--- config.mk ---
export PLATFORM = sky130hd
export DESIGN_NAME = lfsr_seq_gen
export DESIGN_NICKNAME = d
export VERILOG_FILES = /design/src/rtl/lfsr_seq_gen.sv
export SDC_FILE = /design/constraint.sdc
export NUM_CORES = 1
export LEC_CHECK = 0
export CAP_MARGIN = 20
export CORE_AREA = 2 2 66 83
export DETAILED_ROUTE_END_ITERATION = 10
export DIE_AREA = 0 0 68 85
export GPL_TIMING_DRIVEN = 0
export HOLD_SLACK_MARGIN = 0.02
export PLACE_DENSITY_LB_ADDON = 0.08
export SETUP_SLACK_MARGIN = 0.15
export SLEW_MARGIN = 20
export SYNTH_ARGS = -nofsm -noshare
export SYNTH_HDL_FRONTEND = slang
export SYNTH_SLANG_ARGS = --single-unit
--- constraint.sdc ---
create_clock -name clk -period 2.3 [get_ports clk]
set_input_delay 0.46 -clock clk [delete_from_list [all_inputs] [get_ports clk]]
set_output_delay 0.46 -clock clk [all_outputs]
set_load 0.005 [all_outputs]
--- src/rtl/lfsr_seq_gen.sv ---
// Serial test-stream transmitter: GAP LFSR filler bits, then a fixed pattern, repeated
// until stopped. Feeds the LFSR sequence detector and counts the patterns sent.
module lfsr_seq_gen #(
  parameter int unsigned          LFSR_W  = 8,
  parameter logic [LFSR_W-1:0]    SEED    = 8'hA5,
  parameter logic [LFSR_W-1:0]    TAPS    = 8'hB8,
  parameter int unsigned          PAT_W   = 4,
  parameter logic [PAT_W-1:0]     PATTERN = 4'b1011,
  parameter int unsigned          GAP     = 16,
  parameter int unsigned          CNT_W   = 16
) (
  input  logic             clk,
  input  logic             reset,
  input  logic             tick_en,
  input  logic             start,
  input  logic             stop,
  output logic             bit_out,
  output logic             bit_valid,
  output logic             pat_start,
  output logic             busy,
  output logic [CNT_W-1:0] pat_count
);

  localparam int unsigned GAP_W = (GAP > 1) ? $clog2(GAP + 1) : 1;
  localparam int unsigned IDX_W = (PAT_W > 1) ? $clog2(PAT_W) : 1;

  typedef enum logic [1:0] {IDLE, FILL, SEND} state_t;

  state_t            state;
  logic [LFSR_W-1:0] lfsr;
  logic [GAP_W-1:0]  gap_cnt;
  logic [IDX_W-1:0]  bit_idx;
  logic              stop_lat;

  always_ff @(posedge clk) begin
    if (reset) begin
      state     <= IDLE;
      lfsr      <= SEED;
      gap_cnt   <= '0;
      bit_idx   <= '0;
      stop_lat  <= 1'b0;
      bit_out   <= 1'b0;
      bit_valid <= 1'b0;
      pat_start <= 1'b0;
      busy      <= 1'b0;
      pat_count <= '0;
    end else begin
      bit_valid <= 1'b0;
      pat_start <= 1'b0;
      case (state)
        IDLE: begin
          bit_out  <= 1'b0;
          stop_lat <= 1'b0;
          if (start && !stop) begin
            state   <= FILL;
            gap_cnt <= '0;
            busy    <= 1'b1;
          end
        end
        FILL: begin
          // stop abandons the filler immediately; the pending bit is dropped
          if (stop) begin
            state   <= IDLE;
            busy    <= 1'b0;
            bit_out <= 1'b0;
          end else if (tick_en) begin
            bit_out   <= lfsr[LFSR_W-1];
            bit_valid <= 1'b1;
            if (lfsr == '0)
              lfsr <= SEED;
            else
              lfsr <= {lfsr[LFSR_W-2:0], ^(lfsr & TAPS)};
            gap_cnt <= gap_cnt + GAP_W'(1);
            if (gap_cnt == GAP_W'(GAP - 1)) begin
              state   <= SEND;
              bit_idx <= IDX_W'(PAT_W - 1);
            end
          end
        end
        SEND: begin
          if (stop)
            stop_lat <= 1'b1;
          if (tick_en) begin
            bit_out   <= PATTERN[bit_idx];
            bit_valid <= 1'b1;
            pat_start <= (bit_idx == IDX_W'(PAT_W - 1));
            if (bit_idx == '0) begin
              pat_count <= pat_count + CNT_W'(1);
              // a stop arriving on the final bit counts the same as a latched one
              if (stop_lat || stop) begin
                state    <= IDLE;
                busy     <= 1'b0;
                stop_lat <= 1'b0;
              end else begin
                state   <= FILL;
                gap_cnt <= '0;
              end
            end else begin
              bit_idx <= bit_idx - IDX_W'(1);
            end
          end
        end
        default: begin
          state <= IDLE;
          busy  <= 1'b0;
        end
      endcase
    end
  end

endmodule
==> impl_metrics.toml, run 1 <==
[clock_network]
clk_latency_ps = 280
clockBufferDepth = 2
clock-sinks = 38
clockRootBuffer = "clkbuf_8"
cts_tree = "yes"
htree_levels = 2
clkSlewWorstSetupHoldPaths_ps = 70
cts_setup_buffers = 0
cts_made_buffers = 5

[sta]
setup_viol = 0
maxSlewViolCount = 0
finalHoldViolCount = 0
grt_setup_unrepaired = "false"
worst_slew_pin_slew_ps = 616
finalSetupTns_ps = 0
fin_crit_sh = 0.905
max-slew-margin-rel = 0.579
fin_crit_ps = 2080
whs_ps = 474
fin_worst_skew_ps = 2.84
fmax_mhz = 480

[outcome]
status = "complete, no violations"

[worst_setup_path]
cp-start-kind = "input port"
r2r_cells = 7
r2r_end = "busy"
critical_path_class = "in2reg"
r2r_start = "state[1]"
crit_path_end_kind = "flop"
rrSetupSlack_ps = 280
critPathMaxFanout = 9
crit_arrival_ps = 2240
crit_required_ps = 2460

[synth]
netlist.area_leader.share = 0.392
ys_seq_area_frac = 0.392
synth_area_um2 = 1940
netlist_instances = 226
synth_area_leader_cell = "dfxtp_1"
synth_cell_types = 45
syn_avg_cell_area_um2 = 8.60
synth-edff-count = 0
syn_nets = 242
async_flop_share = 0
synth_top_cells_by_area = "dfxtp_1 39%, ha_1 7.1%, a21oi_1 4.6%"
yosys_warnings = 0
yosys_most_used_dff = "dfxtp_1"
ys_ff_latch = 38

[drt]
postRouteWirelength_um = 4220
vias = 1665
avgViaCountPerCell = 5.24
drc_errors = 0
drt_pass1_iterations = 4
drtIter0Drc = 82
wl_per_cell_um = 13.3
drtAntennaViolNets = 0

[power_and_ir_drop]
irDropWorstVdd_mv = 0.275
power_per_cell_area_nw_per_um2 = 624
leakagePower_uw = 0.000829

[floorplan]
die_w_um = 68
rows = 29
io_pins = 25
die-area_um2 = 5780
start_util = 0.388
die_h_um = 85
core_area_um2 = 5010

[place]
portBuffers = 24
place_hpwl_um = 3060
place.gp.congestion = 0.800
post_dp_cell_area_um2 = 2260

[worst_hold_path]
hold_path_end = "lfsr[6]"
hp-class = "reg2reg"
holdPathStages = 2
min_from = "lfsr[6]"

[cells_and_area]
areaGrowthSynthToFinish_pct = 20.9
stdcell_area_um2 = 2350
fillCellCount = 518
layout-drive-gt1-share = 0.0742
fin_nets = 273
multi_input_area_um2 = 1100
diodes = 0
regArea_um2 = 761

[global_route]
antenna_found_initial = 0
overflow = 0
gr-usage-all-layers = 0.163
grt_max_degree = 11
grt_pass1_wl_um = 7350
grt_pass1_vias = 1613

[job]
drv_cap = 0
==> kinds of logic (layout without fill, tap and decap cells) <==
kind of cell | after synthesis | after routing | synth area share
AO/OA/AOI/OAI | 48 | 48 | 0.160
buffers and inverters | 21 | 51 | 0.0431
XOR/XNOR | 10 | 10 | 0.0451
adder cells (fa/ha/maj) | 11 | 11 | 0.0708
flip-flops | 38 | 38 | 0.392
AND/OR/NAND/NOR | 94 | 94 | 0.269
multiplexers | 4 | 4 | 0.0206
==> registers in the layout, summed over array words and instances (netlist names) <==
signal     cells
bit_idx        2
bit_out        1
bit_valid      1
busy           1
gap_cnt        5
lfsr           8
pat_count     16
pat_start      1
state          2
stop_lat       1
==> area by class of cell <==
cell class,instances,area share
inverter,13,0.0208
sequential,38,0.324
buffer,8,0.0149
tap,62,0.0330
multi-input combinational,167,0.470
timing repair buffer,24,0.102
clock buffer,6,0.0352
==> power breakdown <==
| group | internal, µW | switching [µW] | total (µW) |
|---|---|---|---|
| clock network | 231 | 214 | 445 |
| logic | 130 | 171 | 301 |
| registers | 692 | 27.0 | 719 |
==> repair_timing <==
item                                    CTS  global route
endpoints found under the setup margin    0             4
resized for setup                         0             2
hold buffers                              0             0
==> synthesized netlist by cell type, types with 3 or more instances <==
cell,number
dfxtp_1,38
nor2_1,21
a21oi_1,18
nand2_1,17
inv_1,13
ha_1,11
nand3_1,9
o21ai_0,9
nor3_1,8
xor2_1,7
clkbuf_1,6
nand4_1,6
nand2b_1,5
o31ai_1,5
or4_1,5
and3_1,4
mux2i_1,4
or3_1,3
xnor2_1,3
==> critical path, stage by stage <==
cell	delay, ps
clkdlybuf4s50_1	630
and2b_4	260
a2111oi_0	590
mux2i_1	250
nor2_1	50
==> per-stage QoR <==
step,std cells,utilization,setup WS (ps),total power (µW)
final,318,0.469,218,1460
after global routing,318,0.469,155,1560
after CTS,318,0.468,211,1490
after detailed placement,312,0.452,-72.7,1030
after global placement,312,0.452,-120,1030
after floorplan,226,-,540,946
==> worst max path at each step <==
stage          startpoint            to  slack (ps)  cells after the start
2_1_floorplan    state[1]          busy         540                      7
3_3_place_gp         stop    gap_cnt[1]        -120                      5
3_5_place_dp         stop    gap_cnt[1]         -70                      5
4_1_cts          state[0]    gap_cnt[2]         210                      6
5_1_grt           tick_en  pat_count[6]         160                      6
6_report             stop          busy         220                      5
==> layer usage <==
| metal | global-route usage | routed length (µm) | part of all wire | vias to the layer above |
|---|---|---|---|---|
| li1 | - | - | - | 867 |
| met1 | 0.204 | 1960 | 0.46 | 765 |
| met2 | 0.270 | 2060 | 0.49 | 27 |
| met3 | 0.0371 | 140 | 0.033 | 6 |
| met4 | 0.0545 | 62 | 0.015 | 0 |
| met5 | 0 | 0 | 0 | - |
==> placed cells by master (no fill, tap or decap), types with 3 or more instances in the layout <==
cell type / synthesis / layout
dfxtp_1: 38 / 38
clkdlybuf4s50_1: 0 / 24
nor2_1: 21 / 21
a21oi_1: 18 / 18
nand2_1: 17 / 17
inv_1: 13 / 13
ha_1: 11 / 11
o21ai_0: 9 / 9
nand3_1: 9 / 9
nor3_1: 8 / 8
xor2_1: 7 / 7
clkbuf_1: 6 / 6
nand4_1: 6 / 6
clkbuf_8: 0 / 6
nand2b_1: 5 / 5
o31ai_1: 5 / 5
or4_1: 5 / 5
and3_1: 4 / 4
mux2i_1: 4 / 4
or3_1: 3 / 3
xnor2_1: 3 / 3
Power figures use the tool's default switching activity.
==> inputs of run 2 (changes only) <==
--- a/config.mk
+++ b/config.mk
@@ -13,7 +13,8 @@
 export HOLD_SLACK_MARGIN = 0.02
 export PLACE_DENSITY_LB_ADDON = 0.08
 export SETUP_SLACK_MARGIN = 0.15
-export SLEW_MARGIN = 20
+export SLEW_MARGIN = 10
 export SYNTH_ARGS = -nofsm -noshare
 export SYNTH_HDL_FRONTEND = slang
 export SYNTH_SLANG_ARGS = --single-unit
+export TNS_END_PERCENT = 1
==> results of run 2 <==
The final DEF is identical to that of run 1; final timing and power are the same.
==> inputs of run 3 (changes only) <==
--- a/config.mk
+++ b/config.mk
@@ -11,8 +11,7 @@
 export DIE_AREA = 0 0 68 85
 export GPL_TIMING_DRIVEN = 0
 export HOLD_SLACK_MARGIN = 0.02
-export PLACE_DENSITY_LB_ADDON = 0.08
-export SETUP_SLACK_MARGIN = 0.15
+export SETUP_SLACK_MARGIN = 0.1
 export SLEW_MARGIN = 10
 export SYNTH_ARGS = -nofsm -noshare
 export SYNTH_HDL_FRONTEND = slang
==> run 3 against run 2 <==
Register-to-register slack got worse by 40 ps. Critical path depth increased by 1. Utilization grew 1.1 points. Global-route usage shrank 0.12 points. Wire length up 0.62%. Sequential share of layout area down 0.74 points. Non-clock buffer count is the same. Combinational power is essentially flat. Worst setup slack gained 12 ps. Final cell count increased by 0.63%. Clock power is 54% higher. Flip-flop and latch count stayed put. Critical path type unchanged. Critical endpoint is now pat_count[8]. Largest power group unchanged. Highest routed layer unchanged.
==> impl_metrics.toml, run 3 (same netlist as run 1, synthesis figures left out) <==
[worst_setup_path]
cp-start-kind = "input port"
crit_path_end_kind = "flop"
crit_arrival_ps = 2240
critPathMaxFanout = 10
critical_path_class = "in2reg"
r2r_start = "state[0]"
crit_required_ps = 2470
r2r_cells = 6
rrSetupSlack_ps = 240
r2r_end = "gap_cnt[2]"

[drt]
wl_per_cell_um = 13.3
avgViaCountPerCell = 5.39
drt_pass1_iterations = 4
drtIter0Drc = 117
postRouteWirelength_um = 4240
vias = 1726
drtAntennaViolNets = 0
drc_errors = 0

[clock_network]
clk_latency_ps = 290
cts_made_buffers = 5
cts_setup_buffers = 0
cts_tree = "yes"
clockBufferDepth = 2
clock-sinks = 38
clkSlewWorstSetupHoldPaths_ps = 80
htree_levels = 2
ctsHoldBuffers = 0
clockRootBuffer = "clkbuf_8"

[global_route]
gr-usage-all-layers = 0.162
overflow = 0
grt_max_degree = 14
grt_pass1_vias = 1577
grt_pass1_wl_um = 7280
antenna_found_initial = 0

[place]
place.gp.congestion = 0.799
post_dp_cell_area_um2 = 2260
portBuffers = 24
place_hpwl_um = 3060

[cells_and_area]
largest_reg_flops = 16
fillCellCount = 505
largestRegisters = "pat_count (16), lfsr (8), gap_cnt (5)"
diodes = 0
final_cell_mix = "38 x dfxtp_1, 24 x clkdlybuf4s50_1, 21 x nor2_1"
areaGrowthSynthToFinish_pct = 23.7
regArea_um2 = 761
stdcell_area_um2 = 2400
fin_nets = 273
layout-drive-gt1-share = 0.0814
top_register = "pat_count"
layout_commonest_cell = "dfxtp_1"
multi_input_area_um2 = 1100
final_core_util = 0.480

[sta]
fin_worst_skew_ps = 11.1
worst_slew_pin_slew_ps = 735
fmax_mhz = 483
finalSetupTns_ps = 0
max-slew-margin-rel = 0.506
setup_viol = 0
maxSlewViolCount = 0
fin_crit_ps = 2070
grt_setup_unrepaired = "true"
finalHoldViolCount = 0
fin_crit_sh = 0.900

[power_and_ir_drop]
leakagePower_uw = 0.000854
p_total_uw = 1700
irDropWorstVdd_mv = 0.364
power_per_cell_area_nw_per_um2 = 709

[floorplan]
io_pins = 25
die_w_um = 68
core_area_um2 = 5010
die_h_um = 85
die-area_um2 = 5780
rows = 29
start_util = 0.388

[worst_hold_path]
min_from = "lfsr[2]"
hold_path_end = "lfsr[3]"
hp-class = "reg2reg"
holdPathStages = 2

[outcome]
status = "complete, no violations"

[job]
drv_cap = 0
-- run 3: cell count changes in the layout (fill, tap and decap cells not counted) --
cell,change
a21boi_1,-1
bufinv_16,+2
clkbuf_8,-1
a21boi_0,+1
clkinv_4,+1
-- run 3: final cells by class --
class                   count  share of cell area
clock inverters             3              0.0286
multi-input cells         167               0.459
flip-flops and latches     38               0.317
clock buffers               5              0.0286
repair buffers             24              0.0999
inverters                  13              0.0203
well taps                  62              0.0323
plain buffers               8              0.0146
-- run 3: layer usage --
| metal | wire length (µm) | vias up | global-route usage |
|---|---|---|---|
| met4 | 55 | 0 | 0.0491 |
| li1 | - | 873 | - |
| met2 | 2080 | 36 | 0.266 |
| met3 | 146 | 6 | 0.0411 |
| met5 | 0 | - | 0 |
| met1 | 1960 | 811 | 0.205 |
-- run 3: worst max path at each step --
stage / startpoint / end / slack (ps) / cells after the start
after global routing: state[0] / gap_cnt[2] / 70 / 6
after CTS: stop / gap_cnt[1] / 220 / 5
after global placement: stop / gap_cnt[1] / -110 / 5
after floorplan: state[1] / busy / 540 / 7
final: tick_en / pat_count[8] / 230 / 6
after detailed placement: stop / gap_cnt[1] / -110 / 5
-- run 3: report_power, final --
group | switching [µW] | leakage (µW) | internal [µW]
sequential | 27.5 | 0.000307 | 691
combinational | 171 | 0.000478 | 129
clock | 251 | 0.0000683 | 435
-- run 3: stage by stage --
step,worst slack [ps],hold WS (ps),instances
final,230,465,320
after global routing,67.2,492,320
after CTS,217,471,320
after detailed placement,-110,463,312
after global placement,-111,455,312
after floorplan,540,440,226
-- run 3: repair_timing --
action,in CTS,in global routing
endpoints found under the setup margin,0,4
endpoints found under the hold margin,0,0
gates resized for setup,0,1
-- run 3: critical path, stage by stage --
cell	delay (ps)
clkdlybuf4s50_1	560
clkbuf_1	410
nand3_1	280
nor3_1	330
xnor2_1	160
nor2_1	50
